### config.mk
export PLATFORM = sky130hd
export DESIGN_NAME = ifu_flat
export DESIGN_NICKNAME = d
export VERILOG_FILES = /design/src/rtl/ifu_pkg.sv /design/src/rtl/ifu_if.sv /design/src/rtl/ifu.sv /design/src/flat_wrapper.sv
export SDC_FILE = /design/constraint.sdc
export NUM_CORES = 1
export LEC_CHECK = 0
export BUFFER_PORTS_ARGS = -buffer_cell sky130_fd_sc_hd__buf_2
export CAP_MARGIN = 25
export CORE_MARGIN = 3
export CORE_UTILIZATION = 48
export DETAILED_ROUTE_END_ITERATION = 8
export PLACE_DENSITY = 0.86
export SKIP_LAST_GASP = 1
export SLEW_MARGIN = 10
export SYNTH_ARGS = -nofsm -noshare
export SYNTH_HDL_FRONTEND = slang
export SYNTH_SLANG_ARGS = --single-unit
### constraint.sdc
create_clock -name clk -period 8.77 [get_ports clk]
set_input_delay 2.1925 -clock clk [delete_from_list [all_inputs] [get_ports clk]]
set_output_delay 2.1925 -clock clk [all_outputs]
set_load 0.02 [all_outputs]
### src/rtl/ifu_pkg.sv
// ---------------------------------------------------------------------------
// ifu_pkg
// Shared definitions for the instruction fetch unit: default widths, the
// reset PC, the NOP used for faulted fetches and the fetch FSM states.
// ---------------------------------------------------------------------------
package ifu_pkg;

    localparam int          IFU_XLEN     = 64;
    localparam int          IFU_BUS_W    = 64;
    localparam logic [63:0] IFU_RESET_PC = 64'h0000_0000_8000_0000;

    // addi x0, x0, 0 -- handed to decode in place of a word that faulted
    localparam logic [31:0] INST_NOP     = 32'h0000_0013;

    typedef enum logic [1:0] {
        S_REQ  = 2'd0,
        S_WAIT = 2'd1,
        S_OUT  = 2'd2
    } ifu_state_e;

endpackage

### src/rtl/ifu_if.sv
// ---------------------------------------------------------------------------
// ifu_if
// Bundles the fetch unit's read bus (AR/R channels, AXI-lite style) and its
// valid/ready instruction channel toward decode.
//   master : the fetch unit (drives araddr/arvalid/rready and out_*)
//   slave  : memory plus decode (drives arready, r*, out_ready)
// ---------------------------------------------------------------------------
interface ifu_if
    import ifu_pkg::*;
#(
    parameter int XLEN  = IFU_XLEN,
    parameter int BUS_W = IFU_BUS_W
);

    logic [XLEN-1:0]  araddr;
    logic             arvalid;
    logic             arready;
    logic [BUS_W-1:0] rdata;
    logic [1:0]       rresp;
    logic             rvalid;
    logic             rready;

    logic             out_valid;
    logic             out_ready;
    logic [XLEN-1:0]  out_pc;
    logic [31:0]      out_inst;
    logic             out_fault;

    modport master (
        output araddr, arvalid, rready,
        output out_valid, out_pc, out_inst, out_fault,
        input  arready, rdata, rresp, rvalid,
        input  out_ready
    );

    modport slave (
        input  araddr, arvalid, rready,
        input  out_valid, out_pc, out_inst, out_fault,
        output arready, rdata, rresp, rvalid,
        output out_ready
    );

endinterface

### src/rtl/ifu.sv
// ---------------------------------------------------------------------------
// ifu -- instruction fetch unit
// Owns the PC, issues one read per instruction on the read bus (single
// outstanding request) and presents {pc, inst, fault} to decode. Redirects
// from execute/CSR replace the fetch stream; a response that belongs to a
// request issued before a redirect is dropped using a one-bit flush flag.
// Ports:
//   clk, rst            clock (rising edge), async active-high reset
//   redirect_valid/pc   one-cycle redirect pulse and target (bits [1:0] ignored)
//   bus (ifu_if.master) read bus + decode handshake; all outputs registered
// ---------------------------------------------------------------------------
module ifu
    import ifu_pkg::*;
#(
    parameter int              XLEN     = IFU_XLEN,
    parameter int              BUS_W    = IFU_BUS_W,
    parameter logic [XLEN-1:0] RESET_PC = XLEN'(IFU_RESET_PC)
) (
    input  logic            clk,
    input  logic            rst,
    input  logic            redirect_valid,
    input  logic [XLEN-1:0] redirect_pc,
    ifu_if.master           bus
);

    ifu_state_e      state_q, state_d;
    logic [XLEN-1:0] pc_q, pc_d;
    logic            flush_q, flush_d;
    logic            load_out;
    logic            clear_out;

    logic [XLEN-1:0] araddr_q;
    logic            arvalid_q;
    logic            rready_q;

    logic            out_valid_q;
    logic [XLEN-1:0] out_pc_q;
    logic [31:0]     out_inst_q;
    logic            out_fault_q;

    logic            ar_fire;
    logic            r_fire;
    logic            rsp_fault;
    logic [31:0]     inst_word;
    logic [XLEN-1:0] redirect_target;
    logic            unused_redirect_bits;

    assign ar_fire              = arvalid_q & bus.arready;
    assign r_fire               = rready_q & bus.rvalid;
    assign rsp_fault            = (bus.rresp != 2'b00);
    assign inst_word            = pc_q[2] ? bus.rdata[BUS_W-1 -: 32] : bus.rdata[31:0];
    assign redirect_target      = {redirect_pc[XLEN-1:2], 2'b00};
    assign unused_redirect_bits = ^redirect_pc[1:0];

    // State, PC and flush registers.
    always_ff @(posedge clk or posedge rst) begin
        if (rst) begin
            state_q <= S_REQ;
            pc_q    <= RESET_PC;
            flush_q <= 1'b0;
        end else begin
            state_q <= state_d;
            pc_q    <= pc_d;
            flush_q <= flush_d;
        end
    end

    // Next-state logic. A redirect always updates the PC immediately; the
    // request already on the bus (or about to be) cannot be recalled, so its
    // response is marked stale via flush and thrown away when it arrives.
    always_comb begin
        state_d   = state_q;
        pc_d      = pc_q;
        flush_d   = flush_q;
        load_out  = 1'b0;
        clear_out = 1'b0;
        case (state_q)
            S_REQ: begin
                if (ar_fire) begin
                    state_d = S_WAIT;
                end
                if (redirect_valid) begin
                    pc_d    = redirect_target;
                    flush_d = 1'b1;
                end
            end
            S_WAIT: begin
                if (redirect_valid) begin
                    pc_d    = redirect_target;
                    flush_d = 1'b1;
                end
                if (r_fire) begin
                    if (flush_q || redirect_valid) begin
                        flush_d = 1'b0;
                        state_d = S_REQ;
                    end else begin
                        load_out = 1'b1;
                        state_d  = S_OUT;
                    end
                end
            end
            S_OUT: begin
                if (redirect_valid) begin
                    pc_d      = redirect_target;
                    clear_out = 1'b1;
                    state_d   = S_REQ;
                end else if (bus.out_ready) begin
                    pc_d      = pc_q + XLEN'(4);
                    clear_out = 1'b1;
                    state_d   = S_REQ;
                end
            end
            default: begin
                state_d = S_REQ;
            end
        endcase
    end

    // Bus-side registers. The address is captured only on entry to S_REQ so
    // that a redirect during a pending request leaves araddr untouched.
    always_ff @(posedge clk or posedge rst) begin
        if (rst) begin
            arvalid_q <= 1'b0;
            rready_q  <= 1'b0;
            araddr_q  <= {RESET_PC[XLEN-1:3], 3'b000};
        end else begin
            arvalid_q <= (state_d == S_REQ);
            rready_q  <= (state_d == S_WAIT);
            if ((state_q != S_REQ) && (state_d == S_REQ)) begin
                araddr_q <= {pc_d[XLEN-1:3], 3'b000};
            end
        end
    end

    // Decode-side pipeline register; a faulted fetch carries a NOP.
    always_ff @(posedge clk or posedge rst) begin
        if (rst) begin
            out_valid_q <= 1'b0;
            out_pc_q    <= RESET_PC;
            out_inst_q  <= 32'h0;
            out_fault_q <= 1'b0;
        end else if (load_out) begin
            out_valid_q <= 1'b1;
            out_pc_q    <= pc_q;
            out_inst_q  <= rsp_fault ? INST_NOP : inst_word;
            out_fault_q <= rsp_fault;
        end else if (clear_out) begin
            out_valid_q <= 1'b0;
        end
    end

    assign bus.araddr    = araddr_q;
    assign bus.arvalid   = arvalid_q;
    assign bus.rready    = rready_q;
    assign bus.out_valid = out_valid_q;
    assign bus.out_pc    = out_pc_q;
    assign bus.out_inst  = out_inst_q;
    assign bus.out_fault = out_fault_q;

endmodule

### src/flat_wrapper.sv
// flat-port wrapper written by rule: the top's interface ports become plain ports
module ifu_flat import ifu_pkg::*;
#(
    parameter int              XLEN     = IFU_XLEN,
    parameter int              BUS_W    = IFU_BUS_W,
    parameter logic [XLEN-1:0] RESET_PC = XLEN'(IFU_RESET_PC)
)
  (clk, rst, redirect_valid, redirect_pc, bus_araddr, bus_arvalid, bus_rready, bus_out_valid, bus_out_pc, bus_out_inst, bus_out_fault, bus_arready, bus_rdata, bus_rresp, bus_rvalid, bus_out_ready);
  ifu_if #(.XLEN(XLEN), .BUS_W(BUS_W)) bus_i ();
  input  logic clk;
  input  logic rst;
  input  logic redirect_valid;
  input  logic [XLEN-1:0] redirect_pc;
  output wire logic [$bits(bus_i.araddr)-1:0] bus_araddr;
  output wire logic [$bits(bus_i.arvalid)-1:0] bus_arvalid;
  output wire logic [$bits(bus_i.rready)-1:0] bus_rready;
  output wire logic [$bits(bus_i.out_valid)-1:0] bus_out_valid;
  output wire logic [$bits(bus_i.out_pc)-1:0] bus_out_pc;
  output wire logic [$bits(bus_i.out_inst)-1:0] bus_out_inst;
  output wire logic [$bits(bus_i.out_fault)-1:0] bus_out_fault;
  input wire logic [$bits(bus_i.arready)-1:0] bus_arready;
  input wire logic [$bits(bus_i.rdata)-1:0] bus_rdata;
  input wire logic [$bits(bus_i.rresp)-1:0] bus_rresp;
  input wire logic [$bits(bus_i.rvalid)-1:0] bus_rvalid;
  input wire logic [$bits(bus_i.out_ready)-1:0] bus_out_ready;
  assign bus_araddr = bus_i.araddr;
  assign bus_arvalid = bus_i.arvalid;
  assign bus_rready = bus_i.rready;
  assign bus_out_valid = bus_i.out_valid;
  assign bus_out_pc = bus_i.out_pc;
  assign bus_out_inst = bus_i.out_inst;
  assign bus_out_fault = bus_i.out_fault;
  assign bus_i.arready = bus_arready;
  assign bus_i.rdata = bus_rdata;
  assign bus_i.rresp = bus_rresp;
  assign bus_i.rvalid = bus_rvalid;
  assign bus_i.out_ready = bus_out_ready;
  ifu #(.XLEN(XLEN), .BUS_W(BUS_W), .RESET_PC(RESET_PC)) u_core (.clk(clk), .rst(rst), .redirect_valid(redirect_valid), .redirect_pc(redirect_pc), .bus(bus_i));
endmodule
==> results of run 1 <==
[layout make-up]
type                       instances  share of cell area [%]
tap                              285                    2.63
multi-input combinational        861                    37.8
antenna                            2                  0.0369
timing repair buffer             309                    12.0
clock buffer                      31                    4.84
inverter                           9                   0.305
clock inverter                    10                    1.06
sequential                       224                    41.4
[registers in the layout (all words and copies together), names as in the netlist]
register              flops
u_core.state_q            2
u_core.bus.out_fault      1
u_core.bus.out_inst      32
u_core.bus.arvalid        1
u_core.bus.rready         1
u_core.bus.out_valid      1
u_core.bus.araddr        61
u_core.bus.out_pc        62
u_core.pc_q              62
u_core.flush_q            1
[layer usage]
metal / share of wire (%) / routed length, microns / track usage, %
met5: 0.035 / 13 / 0
met2: 46 / 17200 / 45.4
met1: 40 / 14800 / 37.7
met3: 9.9 / 3700 / 7.22
met4: 3.9 / 1450 / 11.4
[power by group]
group / leakage [nW] / switching, mW / internal (mW) / total, mW
logic: 3.28 / 0.932 / 0.555 / 1.49
registers: 2.78 / 0.250 / 1.38 / 1.63
clock network: 0.388 / 0.412 / 0.616 / 1.03
[placed cells by master, fill, tap and decap left out, types with 8 or more instances in the layout]
cell type                   instances
sky130_fd_sc_hd__mux2_2            51
sky130_fd_sc_hd__o22ai_1           13
sky130_fd_sc_hd__nand4_1           25
sky130_fd_sc_hd__or2_2              8
sky130_fd_sc_hd__a31oi_1           12
sky130_fd_sc_hd__a22oi_1            9
sky130_fd_sc_hd__a21oi_1           29
sky130_fd_sc_hd__buf_2            292
sky130_fd_sc_hd__nand3_1           38
sky130_fd_sc_hd__and2_1             8
sky130_fd_sc_hd__or3_1             17
sky130_fd_sc_hd__buf_4             14
sky130_fd_sc_hd__clkbuf_16         23
sky130_fd_sc_hd__nor4_1            18
sky130_fd_sc_hd__o21ai_0           67
sky130_fd_sc_hd__a211oi_1          17
sky130_fd_sc_hd__dfrtp_1          220
sky130_fd_sc_hd__mux2i_1           35
sky130_fd_sc_hd__and3_1            14
sky130_fd_sc_hd__nor3_1            36
sky130_fd_sc_hd__nand2_1          276
sky130_fd_sc_hd__a311oi_1          11
sky130_fd_sc_hd__nor2_1            63
sky130_fd_sc_hd__inv_1              8
[synthesized netlist by cell type, types with 9 or more instances]
| cell | n |
|---|---|
| sky130_fd_sc_hd__a211oi_1 | 17 |
| sky130_fd_sc_hd__a21oi_1 | 29 |
| sky130_fd_sc_hd__a22oi_1 | 9 |
| sky130_fd_sc_hd__a311oi_1 | 11 |
| sky130_fd_sc_hd__a31oi_1 | 12 |
| sky130_fd_sc_hd__and3_1 | 14 |
| sky130_fd_sc_hd__buf_2 | 13 |
| sky130_fd_sc_hd__clkbuf_1 | 66 |
| sky130_fd_sc_hd__dfrtp_1 | 221 |
| sky130_fd_sc_hd__inv_1 | 9 |
| sky130_fd_sc_hd__mux2_2 | 51 |
| sky130_fd_sc_hd__mux2i_1 | 35 |
| sky130_fd_sc_hd__nand2_1 | 276 |
| sky130_fd_sc_hd__nand3_1 | 38 |
| sky130_fd_sc_hd__nand4_1 | 25 |
| sky130_fd_sc_hd__nor2_1 | 63 |
| sky130_fd_sc_hd__nor3_1 | 36 |
| sky130_fd_sc_hd__nor4_1 | 18 |
| sky130_fd_sc_hd__o21ai_0 | 67 |
| sky130_fd_sc_hd__o22ai_1 | 13 |
| sky130_fd_sc_hd__or3_1 | 18 |
[path summary, 6_finish.rpt]
path / end / slack (ns) / from
min reg2reg: u_core.bus.out_pc[16] / 0.47 / u_core.bus.out_pc[16]
max reg2reg: u_core.bus.araddr[63] / 5.01 / u_core.pc_q[2]
max: u_core.bus.araddr[44] / 4.12 / redirect_valid
max in group asynchronous: u_core.pc_q[29] / 5.73 / rst
min: u_core.bus.out_pc[16] / 0.47 / u_core.bus.out_pc[16]
min in group asynchronous: u_core.bus.out_inst[9] / 1.72 / rst
[worst max-delay path, delay by kind of cell]
kind	cells	cell delay, ns
simple gates	3	1.91
buf+inv	2	0.40
mux	1	0.30
compound gates	1	0.21
[cell families after synthesis]
kind of cell             count (synthesis)  share of synthesized area (%)
multiplexers                            88                           8.59
XOR/XNOR                                 4                          0.315
flip-flops                             224                           50.5
AND/OR/NAND/NOR                        553                           24.4
AO/OA/AOI/OAI                          210                           12.4
buffers and inverters                   98                           3.66
adder cells (fa/ha/maj)                  1                          0.113
other                                    1                         0.0338
==> metrics.txt, run 1 <==
# TYPE chip_impl_metric gauge
chip_impl_info{name="outcome",value="completed"} 1
chip_impl_metric{name="die_height",unit="microns"} 158
chip_impl_metric{name="area_taken_by_multi_input_logic_gates",unit="sq um"} 5120
chip_impl_metric{name="drt_iter0_markers",unit=""} 1133
chip_impl_metric{name="io_buffer_count",unit=""} 292
chip_impl_metric{name="setup_total_negative_slack",unit="ns"} 0
chip_impl_metric{name="placementRows",unit=""} 55
chip_impl_metric{name="final_util",unit="%"} 59.7
chip_impl_metric{name="clock-skew-final",unit="ns"} 0.0102
chip_impl_metric{name="postPlaceCellArea",unit="sq um"} 12700
chip_impl_metric{name="post_synth_design_cell_area",unit="sq um"} 11100
chip_impl_metric{name="detail_route.vias_per_cell",unit=""} 6.06
chip_impl_metric{name="final_min_period_over_clock_period",unit="%"} 53.0
chip_impl_metric{name="synth-seq-area-share",unit="%"} 50.5
chip_impl_info{name="hold_class",value="reg2reg"} 1
chip_impl_metric{name="finalPower",unit="mW"} 4.15
chip_impl_metric{name="cpPeakStageDelay",unit="ns"} 0.65
chip_impl_metric{name="drc",unit=""} 0
chip_impl_metric{name="post-route-min-period",unit="ns"} 4.65
chip_impl_metric{name="post_detailed_route_count_of_antenna_violating_nets",unit=""} 0
chip_impl_metric{name="cts_hold_buffers",unit=""} 0
chip_impl_metric{name="power.static_leakage",unit="nW"} 6.45
chip_impl_metric{name="drt_pre_antenna_iters",unit=""} 6
chip_impl_metric{name="via_count_of_the_first_global_routing_pass",unit=""} 10200
chip_impl_metric{name="number_of_flops_mapped_to_enable_cells_by_yosys",unit=""} 0
chip_impl_metric{name="flip_flop_and_latch_count_after_synthesis",unit=""} 224
chip_impl_metric{name="timing_hold_violations_final",unit=""} 0
chip_impl_info{name="timing.critical_path.to_type",value="flop"} 1
chip_impl_metric{name="grt_start_max_net_pins",unit=""} 83
chip_impl_metric{name="grt_overflow_total",unit=""} 0
chip_impl_metric{name="worst_ep_required_time",unit="ns"} 9.17
chip_impl_metric{name="timing_max_transition_violations_final",unit=""} 0
chip_impl_metric{name="timing_worst_slew_pin_value",unit="ns"} 1.03
chip_impl_metric{name="final_cell_area",unit="sq um"} 13600
chip_impl_info{name="synth_top_flop_cell",value="sky130_fd_sc_hd__dfrtp_1"} 1
chip_impl_metric{name="core_region_area",unit="sq um"} 22700
chip_impl_metric{name="clk_latency",unit="ns"} 0.51
chip_impl_metric{name="cts.sink_count",unit=""} 224
chip_impl_metric{name="final_net_count",unit=""} 1565
chip_impl_info{name="root_buffer_cell",value="sky130_fd_sc_hd__clkbuf_16"} 1
chip_impl_metric{name="post_synth.cell_area_avg",unit="sq um"} 9.42
chip_impl_info{name="critical-path-slowest-cell",value="sky130_fd_sc_hd__nand2_1"} 1
chip_impl_metric{name="setup-violations-final",unit=""} 0
chip_impl_metric{name="path_clk_slew",unit="ns"} 0.06
chip_impl_metric{name="dp_hpwl",unit="microns"} 26500
chip_impl_metric{name="fin_cells",unit=""} 1731
chip_impl_metric{name="boundaryPins",unit=""} 300
chip_impl_metric{name="antenna_violations_before_repair",unit=""} 3
chip_impl_metric{name="ys_async_sr_fraction",unit="%"} 100
chip_impl_metric{name="initial_utilization",unit="%"} 48.9
chip_impl_metric{name="cts_htree_levels",unit=""} 1
chip_impl_metric{name="grt_first_pass_wirelength",unit="microns"} 56200
chip_impl_info{name="critical_path_class",value="in2reg"} 1
chip_impl_metric{name="worst-endpoint-arrival",unit="ns"} 5.04
chip_impl_metric{name="max-slew-margin-rel",unit="%"} 31.2
chip_impl_metric{name="cts_setup_buffers",unit=""} 0
chip_impl_info{name="unrepaired_setup_endpoints_after_global_routing",value="false"} 1
chip_impl_metric{name="totalWireLength",unit="microns"} 37200
chip_impl_info{name="cts_tree",value="built"} 1
chip_impl_metric{name="yosysWarningCount",unit=""} 0
chip_impl_metric{name="critical_path_peak_fanout",unit=""} 56
chip_impl_metric{name="min_path_cells",unit=""} 2
chip_impl_metric{name="max_freq",unit="GHz"} 0.215
chip_impl_info{name="timing.critical_path.from_type",value="primary input"} 1
chip_impl_metric{name="cts.path.max_buffers",unit=""} 3
chip_impl_info{name="cp_cell_sequence",value="buf_2 > buf_4 > nor2_1 > nand2_1 > nor4_2 > a211oi_1 > mux2_2"} 1
chip_impl_info{name="synth.area.top_cells",value="sky130_fd_sc_hd__dfrtp_1 50%, sky130_fd_sc_hd__nand2_1 9.3%, sky130_fd_sc_hd__mux2_2 5.2%"} 1
chip_impl_metric{name="drv.max_cap_violation_count",unit=""} 0
chip_impl_metric{name="die_ar",unit="sq um"} 25000
chip_impl_metric{name="worstRegToRegCells",unit=""} 6
chip_impl_metric{name="worst_hold_slack",unit="ns"} 0.473
chip_impl_metric{name="fp.dieW",unit="microns"} 158
chip_impl_metric{name="place_ws",unit="ns"} 3.50
chip_impl_metric{name="final_worst_slack",unit="ns"} 4.12
chip_impl_metric{name="power.density",unit="nW/um^2"} 306
chip_impl_metric{name="post_drt_wl_per_cell",unit="microns"} 21.5
chip_impl_metric{name="post_route_cells_drive_above_1_share",unit="%"} 30.9
chip_impl_metric{name="cts_repair_resize_count",unit=""} 0
chip_impl_metric{name="ys_types",unit=""} 75
chip_impl_metric{name="ir_worst_vdd",unit="uV"} 192
chip_impl_metric{name="placed_cells_incl_taps",unit=""} 1684
chip_impl_metric{name="total_via_count_after_detailed_routing",unit=""} 10500
chip_impl_metric{name="syn2layout_area_growth",unit="%"} 22.0
chip_impl_metric{name="final.fill_count",unit=""} 1937
chip_impl_metric{name="synthesis.instances",unit=""} 1179
chip_impl_metric{name="yosys_top_cell_area_share",unit="%"} 49.8
chip_impl_metric{name="sequential_cell_area",unit="sq um"} 5610
chip_impl_info{name="synthDominantAreaCellType",value="sky130_fd_sc_hd__dfrtp_1"} 1
chip_impl_metric{name="global_route_total_usage_across_every_layer",unit="%"} 28.6
chip_impl_metric{name="place_congestion",unit=""} 0.991
chip_impl_metric{name="cts-buffers-inserted",unit=""} 23
Note: power is estimated with default switching activity, not from simulation.
==> inputs of run 2 (changes only) <==
--- a/config.mk
+++ b/config.mk
@@ -8,9 +8,9 @@
 export BUFFER_PORTS_ARGS = -buffer_cell sky130_fd_sc_hd__buf_2
 export CAP_MARGIN = 25
 export CORE_MARGIN = 3
-export CORE_UTILIZATION = 48
+export CORE_UTILIZATION = 53
 export DETAILED_ROUTE_END_ITERATION = 8
-export PLACE_DENSITY = 0.86
+export PLACE_DENSITY = 0.89
 export SKIP_LAST_GASP = 1
 export SLEW_MARGIN = 10
 export SYNTH_ARGS = -nofsm -noshare
==> constraint.sdc (replaced) <==
create_clock -name clk -period 4.9 [get_ports clk]
set_input_delay 1.225 -clock clk [delete_from_list [all_inputs] [get_ports clk]]
set_output_delay 1.225 -clock clk [all_outputs]
set_load 0.02 [all_outputs]
==> metrics.txt, run 2 (same netlist as run 1, synthesis figures left out) <==
# TYPE chip_impl_metric gauge
chip_impl_metric{name="final_worst_slack",unit="ns"} 1.63
chip_impl_info{name="hold_class",value="reg2reg"} 1
chip_impl_metric{name="post_route_cells_drive_above_1_share",unit="%"} 30.8
chip_impl_metric{name="grt_start_max_net_pins",unit=""} 114
chip_impl_metric{name="worst-endpoint-arrival",unit="ns"} 3.72
chip_impl_metric{name="cts_repair_resize_count",unit=""} 0
chip_impl_metric{name="fp.dieW",unit="microns"} 151
chip_impl_metric{name="core_region_area",unit="sq um"} 20400
chip_impl_metric{name="final_min_period_over_clock_period",unit="%"} 66.8
chip_impl_metric{name="via_count_of_the_first_global_routing_pass",unit=""} 10300
chip_impl_metric{name="max_freq",unit="GHz"} 0.306
chip_impl_info{name="root_buffer_cell",value="sky130_fd_sc_hd__clkbuf_16"} 1
chip_impl_info{name="layout_commonest_cell",value="sky130_fd_sc_hd__buf_2"} 1
chip_impl_info{name="critical_path_class",value="reg2reg"} 1
chip_impl_metric{name="cpPeakStageDelay",unit="ns"} 1.05
chip_impl_info{name="timing.critical_path.max_delay_family",value="compound AO/OA/AOI/OAI gates"} 1
chip_impl_metric{name="worstPathBufferInverterCount",unit=""} 1
chip_impl_metric{name="path_clk_slew",unit="ns"} 0.06
chip_impl_metric{name="cts.sink_count",unit=""} 224
chip_impl_metric{name="grt_first_pass_wirelength",unit="microns"} 57700
chip_impl_metric{name="max-slew-margin-rel",unit="%"} 28.2
chip_impl_metric{name="power.static_leakage",unit="nW"} 6.45
chip_impl_metric{name="worst_ep_required_time",unit="ns"} 5.35
chip_impl_metric{name="die_height",unit="microns"} 151
chip_impl_info{name="timing.critical_path.to_type",value="flop"} 1
chip_impl_metric{name="initial_utilization",unit="%"} 54.4
chip_impl_metric{name="drt_iter0_markers",unit=""} 1096
chip_impl_metric{name="io_buffer_count",unit=""} 292
chip_impl_metric{name="final_net_count",unit=""} 1569
chip_impl_metric{name="drv.max_cap_violation_count",unit=""} 0
chip_impl_metric{name="total_via_count_after_detailed_routing",unit=""} 10600
chip_impl_metric{name="cts_htree_levels",unit=""} 1
chip_impl_metric{name="placementRows",unit=""} 52
chip_impl_metric{name="dp_hpwl",unit="microns"} 27000
chip_impl_metric{name="power.density",unit="nW/um^2"} 545
chip_impl_metric{name="cts.path.max_buffers",unit=""} 3
chip_impl_info{name="leading_cell_types_in_the_layout_fill_and_taps_excluded",value="292 x sky130_fd_sc_hd__buf_2, 276 x sky130_fd_sc_hd__nand2_1, 220 x sky130_fd_sc_hd__dfrtp_1, 67 x sky130_fd_sc_hd__o21ai_0, 63 x sky130_fd_sc_hd__nor2_1"} 1
chip_impl_metric{name="boundaryPins",unit=""} 300
chip_impl_metric{name="die_ar",unit="sq um"} 22700
chip_impl_metric{name="post-route-min-period",unit="ns"} 3.27
chip_impl_metric{name="antenna_violations_before_repair",unit=""} 3
chip_impl_metric{name="worstRegToRegCells",unit=""} 5
chip_impl_metric{name="cts_hold_buffers",unit=""} 0
chip_impl_metric{name="post_detailed_route_count_of_antenna_violating_nets",unit=""} 0
chip_impl_metric{name="totalWireLength",unit="microns"} 37300
chip_impl_metric{name="drc",unit=""} 0
chip_impl_metric{name="clock-skew-final",unit="ns"} 0.0217
chip_impl_metric{name="worstSetupPathDepth",unit=""} 5
chip_impl_metric{name="clk_latency",unit="ns"} 0.53
chip_impl_metric{name="worst_hold_slack",unit="ns"} 0.467
chip_impl_metric{name="timing_max_transition_violations_final",unit=""} 0
chip_impl_info{name="cts_tree",value="built"} 1
chip_impl_metric{name="drt_pre_antenna_iters",unit=""} 7
chip_impl_metric{name="post_drt_wl_per_cell",unit="microns"} 21.7
chip_impl_metric{name="setup-violations-final",unit=""} 0
chip_impl_metric{name="cts-buffers-inserted",unit=""} 23
chip_impl_metric{name="cts_setup_buffers",unit=""} 0
chip_impl_metric{name="finalPower",unit="mW"} 7.38
chip_impl_info{name="unrepaired_setup_endpoints_after_global_routing",value="false"} 1
chip_impl_metric{name="setup_total_negative_slack",unit="ns"} 0
chip_impl_metric{name="place_congestion",unit=""} 1.01
chip_impl_metric{name="detail_route.vias_per_cell",unit=""} 6.15
chip_impl_info{name="critical-path-slowest-cell",value="sky130_fd_sc_hd__dfrtp_1"} 1
chip_impl_metric{name="place_ws",unit="ns"} 1.19
chip_impl_metric{name="min_path_cells",unit=""} 2
chip_impl_metric{name="critical_path_peak_fanout",unit=""} 26
chip_impl_metric{name="ir_worst_vdd",unit="uV"} 348
chip_impl_info{name="outcome",value="completed"} 1
chip_impl_metric{name="global_route_total_usage_across_every_layer",unit="%"} 32.3
chip_impl_metric{name="grt_overflow_total",unit=""} 0
chip_impl_info{name="cp_cell_sequence",value="inv_1 > a21oi_1 > o22ai_1 > a311oi_1 > mux2_2"} 1
chip_impl_metric{name="timing_hold_violations_final",unit=""} 0
chip_impl_metric{name="syn2layout_area_growth",unit="%"} 21.8
chip_impl_metric{name="timing_worst_slew_pin_value",unit="ns"} 1.08
chip_impl_info{name="timing.critical_path.from_type",value="flop"} 1
==> run 2: cell types whose count changed in the layout (fill, tap and decap cells not counted), sizes merged <==
cell	before	now
clkbuf	31	35
buf	309	313
clkinvlp	2	1
inv	11	9
==> run 2: worst min-delay path: cells and delay by family (launching register included) <==
| kind | cells | cell delay, ns |
|---|---|---|
| flip-flops | 1 | 0.34 |
| AND/OR/NAND/NOR | 2 | 0.10 |
==> run 2: metrics by stage <==
step / cell area (sq um) / std cells / utilization [%]
final: 13500 / 1721 / 66.2
after global routing: 13500 / 1721 / 66.2
after CTS: 13500 / 1719 / 66.2
after detailed placement: 12800 / 1677 / 62.4
after global placement: 12800 / 1677 / 62.4
after floorplan: 11100 / 1183 / -
==> run 2: worst paths after layout <==
| kind | from | to | slack, ns |
|---|---|---|---|
| setup / recovery | u_core.state_q[1] | u_core.bus.araddr[47] | 1.63 |
| hold / removal | u_core.bus.araddr[6] | u_core.bus.araddr[6] | 0.47 |
| setup reg to reg | u_core.state_q[1] | u_core.bus.araddr[47] | 1.63 |
| hold reg to reg | u_core.bus.araddr[6] | u_core.bus.araddr[6] | 0.47 |
| max in group asynchronous | rst | u_core.bus.out_inst[8] | 2.94 |
| min in group asynchronous | rst | u_core.bus.araddr[3] | 0.86 |
==> run 2: per-layer routing <==
metal	routed length, microns	track usage [%]	part of all wire (%)	vias to the layer above
met2	17500	51.6	47	638
met3	3860	6.49	10	121
met1	14500	44.3	39	5106
li1	-	-	-	4723
met4	1370	11.4	3.7	2
met5	14	0	0.038	-
==> run 2: area by class of cell <==
class / count / area (sq um)
clock inverter: 7 / 114
tap: 270 / 338
inverter: 9 / 37.5
multi-input combinational: 861 / 5120
timing repair buffer: 313 / 1640
antenna: 2 / 5.00
sequential: 224 / 5610
clock buffer: 35 / 661
fill: 1636 / 6900
==> run 2: where the power goes <==
part	internal (mW)	leakage (nW)	total (mW)	switching, mW
clock	1.09	0.380	1.82	0.728
sequential	2.47	2.78	2.91	0.437
combinational	0.988	3.29	2.65	1.66
